==> config.mk <==
export PLATFORM = sky130hd
export DESIGN_NAME = alu4
export DESIGN_NICKNAME = d
export VERILOG_FILES = /design/src/rtl/alu4_pkg.sv /design/src/rtl/alu4_comb.sv /design/src/rtl/alu4.sv
export SDC_FILE = /design/constraint.sdc
export NUM_CORES = 1
export LEC_CHECK = 0
export ABC_AREA = 1
export CAP_MARGIN = 20
export CORE_ASPECT_RATIO = 0.8
export CORE_MARGIN = 2
export CORE_UTILIZATION = 38
export DETAILED_ROUTE_END_ITERATION = 8
export PLACE_DENSITY = 0.66
export SKIP_CTS_REPAIR_TIMING = 1
export SLEW_MARGIN = 20
export SYNTH_ARGS = -nofsm -noshare
export SYNTH_HDL_FRONTEND = slang
export SYNTH_SLANG_ARGS = --single-unit
==> constraint.sdc <==
create_clock -name clk -period 0.8 [get_ports clk]
set_input_delay 0.12 -clock clk [delete_from_list [all_inputs] [get_ports clk]]
set_output_delay 0.12 -clock clk [all_outputs]
set_load 0.01 [all_outputs]
==> src/rtl/alu4_pkg.sv <==
// Shared types and constants for the 4-bit registered ALU.
package alu4_pkg;

    localparam int unsigned DEFAULT_WIDTH = 4;

    typedef enum logic [1:0] {
        ADD = 2'b00,
        SUB = 2'b01,
        AND = 2'b10,
        OR  = 2'b11
    } alu_op_t;

endpackage

==> src/rtl/alu4_comb.sv <==
// Combinational ALU datapath: next result and carry/borrow flag from operands and op.
module alu4_comb
    import alu4_pkg::*;
#(
    parameter int unsigned WIDTH = DEFAULT_WIDTH
) (
    input  logic [WIDTH-1:0] input1,
    input  logic [WIDTH-1:0] input2,
    input  alu_op_t          op,
    output logic [WIDTH-1:0] result_c,
    output logic             overflow_c
);

    logic [WIDTH:0] sum;
    logic [WIDTH:0] diff;

    // One extra bit captures the carry-out (ADD) or the borrow (SUB wraps negative).
    assign sum  = {1'b0, input1} + {1'b0, input2};
    assign diff = {1'b0, input1} - {1'b0, input2};

    always_comb begin
        result_c   = '0;
        overflow_c = 1'b0;
        case (op)
            ADD: begin
                result_c   = sum[WIDTH-1:0];
                overflow_c = sum[WIDTH];
            end
            SUB: begin
                result_c   = diff[WIDTH-1:0];
                overflow_c = diff[WIDTH];
            end
            AND: result_c = input1 & input2;
            OR:  result_c = input1 | input2;
            default: begin
                result_c   = '0;
                overflow_c = 1'b0;
            end
        endcase
    end

endmodule

==> src/rtl/alu4.sv <==
// 4-bit ALU with one-cycle latency: registered result, carry/borrow, zero and valid.
module alu4
    import alu4_pkg::*;
#(
    parameter int unsigned WIDTH = DEFAULT_WIDTH
) (
    input  logic             clk,
    input  logic             rst_n,
    input  logic [WIDTH-1:0] input1,
    input  logic [WIDTH-1:0] input2,
    input  alu_op_t          op,
    input  logic             in_valid,
    output logic [WIDTH-1:0] result,
    output logic             overflow,
    output logic             zero,
    output logic             out_valid
);

    logic [WIDTH-1:0] result_c;
    logic             overflow_c;

    alu4_comb #(.WIDTH(WIDTH)) u_comb (
        .input1     (input1),
        .input2     (input2),
        .op         (op),
        .result_c   (result_c),
        .overflow_c (overflow_c)
    );

    // Data registers load only on valid so idle-cycle inputs never reach the outputs.
    always_ff @(posedge clk or negedge rst_n) begin
        if (!rst_n) begin
            result    <= '0;
            overflow  <= 1'b0;
            zero      <= 1'b1;
            out_valid <= 1'b0;
        end else begin
            out_valid <= in_valid;
            if (in_valid) begin
                result   <= result_c;
                overflow <= overflow_c;
                zero     <= (result_c == '0);
            end
        end
    end

endmodule

; ---- After elaboration in Yosys (flattened, before gate mapping)
; Index checks and enable logic that the tools add are counted.
; W data, S select, Z words.
[word_totals]
ff_bits = 7
out_inout_bits = 7
inputBits = 13
[classes]
n_eq_ne = 3
n_bitwise = 2
addsub = 2
n_reduce_logical = 2
mux = 2
[op_table]
columns = op, count
row1 = $pmux W4 S4, 1
row2 = $add A4 B4 Y5, 1
row3 = $sub A4 B4 Y5, 1
row4 = $and A4 B4 Y4, 1
row5 = $eq A2 B2 Y1 const B, 2
row6 = $logic_not A4 Y1, 1
row7 = $or A4 B4 Y4, 1
row8 = $eq A2 B1 Y1 const B, 1
row9 = $logic_not A2 Y1, 1
row10 = $pmux W1 S2, 1

; ---- Longest topological paths before layout
[depth]
ltp_word = 3
ltp_mapped = 11

; ---- By module
; Synthesis repeated with hierarchy kept, for this count alone.
[unflattened]
cells_unflattened = 98
hier_area_um2 = 750.7
[by_module_without_submodules]
columns = module, seq_area_each_um2, cells_per_inst, n_inst, area_per_inst_um2
row1 = alu4_comb, 0.0, 70, 1, 494.2
row2 = alu4, 176.4, 28, 1, 256.5

; ---- Least setup slack after synthesis
; Ideal clock, no wire load.
[synth_path]
path_type = input port to flip-flop
startpoint = in input1[0]
endpoint = reg zero
cell_stages = 11
required_ps = 740
arrival_time_ps = 1239
path_buffers = 0
slack_ps = -500
path_cell_list = inv_1 > ha_1 > inv_1 > fa_1 > inv_1 > nand2_1 > nand3_1 > nand4_1 > nor2_1 > nand2_1 > nand2_1
[synth_between]
elab_chain_len = 3
elab_cells_between_ends = 6
cone_classes = add/sub (2) / mux (1) / bitwise (2) / reduce/logical (1)
[synth_lines]
columns = element, line
row1 = "start, declared", alu4.sv:9  ; input logic [WIDTH-1:0] input1,
row2 = "$sub A4 B4 Y5, or another cell as far along", alu4_comb.sv:19  ; assign diff = {1'b0, input1} - {1'b0, input2};
row3 = $pmux W4 S4 (*), alu4_comb.sv:24  ; case (op)
row4 = $logic_not A4 Y1 (*), alu4.sv:42  ; zero <= (result_c == '0);
row5 = "end signal, assigned", alu4.sv:42
row6 = "end, declared", alu4.sv:15  ; output logic zero,
; Mark *: on every way between the ends. The rest lies on a longest branch, timed or not.
; A chain may end at the register's enable or synchronous reset.

; ---- Worst setup path after layout
[layout_path]
startpoint = in input1[0]
endpoint = reg result[1]
[layout_between]
elab_chain_len = 2
elab_cells_between_ends = 3
cone_classes = add/sub (2) / mux (1)
[layout_lines]
columns = element, line
row1 = $sub A4 B4 Y5 or $add A4 B4 Y5 (tied branches), "alu4_comb.sv:19, alu4_comb.sv:18"
row2 = $pmux W4 S4 (*), alu4_comb.sv:24
row3 = "end signal, assigned", alu4.sv:40  ; result <= result_c;
row4 = "end, declared", alu4.sv:13  ; output logic [WIDTH-1:0] result,
; Marks and branches as above.

==> impl_results.md <==
* Result of the run: finished, violations left
* Violations in the final reports: setup timing
* Largest driver fanout on the critical path at 2
* Post-synth net total at 126
* Routability cong. at 0.863
* Netlist cell types at 19
* Primary FF master, synth: sky130_fd_sc_hd__dfrtp_1
* DR iter-0 viols at 10
* Detail Route Antenna Nets at 0
* Maximum number of pins on one net before global-route repair at 8
* Max-cap violations at 0
* Library cell with the largest summed area after synthesis: sky130_fd_sc_hd__dfrtp_1
* Met2 Resource Use GR at 28.7%
* Overflow left after global routing at 0
* Post-synth EDFFs at 0
* RSZ-0062 raised after global routing: yes
* Path category of the worst min-delay check: in -> async
* Worst setup slack for register-to-register paths at -0.05 ns
* Number of buffers inserted by port buffering at 19
* Filler cell count in the final layout at 120
* Final critical-path required period at 1.36 ns
* First-pass GRT wire length at 3110 um
* List of most frequent post-synthesis cells: sky130_fd_sc_hd__nand2_1, sky130_fd_sc_hd__inv_1, sky130_fd_sc_hd__ha_1
* Sequential cell area at 176 sq um
* Initial antenna violation count at 0
* Worst slew margin relative to its limit at 77.9%
* Share of cells above drive strength 1 at between 50 and 60%
* Count of yosys warnings during synthesis at 0
* Core area at 1690 sq um
* Global-route usage over all layers at 18.9%
* Hold Vio Cnt, Final at 0
* Critical path arrival at 1.54 ns
* Area growth from synthesis to layout at 88.7%
* CP Launch Type: input port
* FMAX at ~740 MHz
* Number of buffers on the longest clock path at 2
* Count of unresolved DRC violations after routing at 0
* Combined area of the multi-input logic cells at 622 sq um
* Number of global-route vias before repair at ~750
* Asr flop ratio synth at 100%
* Clock Skews at 0 ns
* Total length of routed wires at between 2000 and 2500 um
* Post-route design area at 1340 sq um
* Insertion delay of the later-clocked pin in the worst-skew pair at 0.25 ns
* Effective utilization at floorplan at 42.0%
* Post-Syn Area at 711 sq um
* Worst-Margin Slew at 0.330 ns
* Busiest layer in global routing: met2
* Top area cells in the synthesized netlist: sky130_fd_sc_hd__dfrtp_1, sky130_fd_sc_hd__ha_1, sky130_fd_sc_hd__nand2_1
* Gate Count Post-Synth at 99
* Vias per Instance at 4.93
* Final worst path period share at 170%
* Cell row count at 13
* Data required, critical path at 0.98 ns
* Post-Synthesis Mean Instance Area at between 7 and 8 sq um
* Clock slew seen by the registers of the worst setup and hold paths at 0.05 ns
* Number of vias in the routed layout at around 860
* Final net count at 180
* ANT cells at 0
* GRT met3 Usage at 8.10%
* Number of optimization iterations in the first detailed-route pass at 4
* Synthesis-stage register bit count at 7
* Kind of end point of the critical path: flop
* Power per standard cell area at 1120 nW/um^2
* TritonCTS clock tree: yes
* Chip height at 42.7 um
* Met1 usage in global routing at 24.6%
* Die span in x at 52.4 um
* Wire per inst at between 10 and 15 um
* Most frequently used cell type in the post-synthesis netlist: sky130_fd_sc_hd__nand2_1
* Leakage power at roughly 0.7 nW
* Final Setup Violations at 13
* I/O pin cnt at 20
* Sequential area share after synthesis at 24.8%
* Total die area at 2230 sq um
* Number of pins exceeding their max-slew limit in the final report at 0
* CTS Root Buffer Type: sky130_fd_sc_hd__clkbuf_4
* Number of H-tree branching levels at 1
* Placed Area at 1160 sq um
* Number of sinks on the clock net at 7
* Fraction of post-synthesis cell area in the top cell type by area at a little over a fifth
* Number of buffers inserted during clock tree synthesis at 3
* Post-Route Utilization at 79.3%
* Fin worst setup slack at -0.557 ns
* Peak supply drop at 0.00159 V
* Critical path start-end classification: in -> reg
* Detailed placer's ending HPWL at 1580 um
==> power by group <==
group	leakage, nW	switching [mW]	total, mW	internal [mW]
clock	0.0150	0.130	0.321	0.190
sequential	0.0823	0.0198	0.420	0.400
combinational	0.600	0.371	0.764	0.392
total	0.697	0.522	1.50	0.982
==> cell families (layout without fill, tap and decap cells) <==
family | Yosys count | count (layout) | synth area share, %
buffers and inverters | 17 | 70 | 8.98
xor gates and xnor gates | 1 | 1 | 1.23
AOI/OAI and AO/OA | 12 | 12 | 9.15
and+or+nand+nor | 48 | 48 | 29.1
adders and majority gates | 14 | 14 | 26.8
DFF | 7 | 7 | 24.8
==> state kept, by name (all words and copies together) (netlist names) <==
signal / flops
out_valid: 1
overflow: 1
result: 4
zero: 1
==> metrics by stage <==
step | power (mW) | setup slack (ns) | setup TNS [ns] | instances | hold slack [ns]
2_1_floorplan | 0.705 | -0.410 | -1.59 | 99 | -0.176
6_report | 1.50 | -0.557 | -3.03 | 174 | 0.133
4_1_cts | 1.37 | -0.868 | -7.94 | 165 | 0.131
3_3_place_gp | 1.04 | -1.09 | -7.40 | 161 | 0.398
3_5_place_dp | 1.05 | -1.13 | -7.60 | 161 | 0.397
5_1_grt | 1.63 | -0.617 | -3.59 | 174 | 0.145
==> path summary, 6_finish.rpt <==
path,startpoint,end,cells after the start
hold reg to reg,overflow$_DFFE_PN0P_,overflow$_DFFE_PN0P_,2
max in group asynchronous,rst_n,zero$_DFFE_PN1P_,1
min in group clk,op[0],overflow$_DFFE_PN0P_,4
setup / recovery,input1[0],result[1]$_DFFE_PN0P_,11
hold / removal,rst_n,result[2]$_DFFE_PN0P_,1
setup reg to reg,result[1]$_DFFE_PN0P_,result[1]$_DFFE_PN0P_,4
==> layer usage <==
layer	wire length [um]	vias up
met1	966	407
li1	-	419
met3	97	4
met5	0	-
met4	37	0
met2	1140	28
==> critical path, cell delays in order <==
cell	delay (ns)
sky130_fd_sc_hd__buf_6	0.09
sky130_fd_sc_hd__buf_8	0.12
sky130_fd_sc_hd__inv_12	0.05
sky130_fd_sc_hd__ha_4	0.13
sky130_fd_sc_hd__inv_2	0.04
sky130_fd_sc_hd__fa_2	0.54
sky130_fd_sc_hd__nand2_1	0.05
sky130_fd_sc_hd__nand3b_1	0.10
sky130_fd_sc_hd__nand2_2	0.07
sky130_fd_sc_hd__buf_4	0.14
sky130_fd_sc_hd__o21ai_2	0.09
==> area by class of cell <==
class                           instances  area share (%)
Multi-Input combinational cell         75            46.4
Timing Repair Buffer                   49            29.3
Sequential cell                         7            13.2
Inverter                               17            7.18
Tap cell                               22            2.05
Clock buffer                            4            1.96
==> cell usage in the layout, fill, tap and decap left out, drive strengths merged <==
cell,n
o21ai,5
ha,12
a31oi,1
fa,2
nand2,24
nand3b,1
buf,34
a21oi,6
dfstp,1
nand3,10
or2,2
and3,1
xor2,1
dfrtp,6
clkbuf,13
dlymetal6s2s,4
nor2,9
nand4,1
clkdlybuf4s50,2
inv,17
No activity file was read; power rests on OpenSTA's default activity.
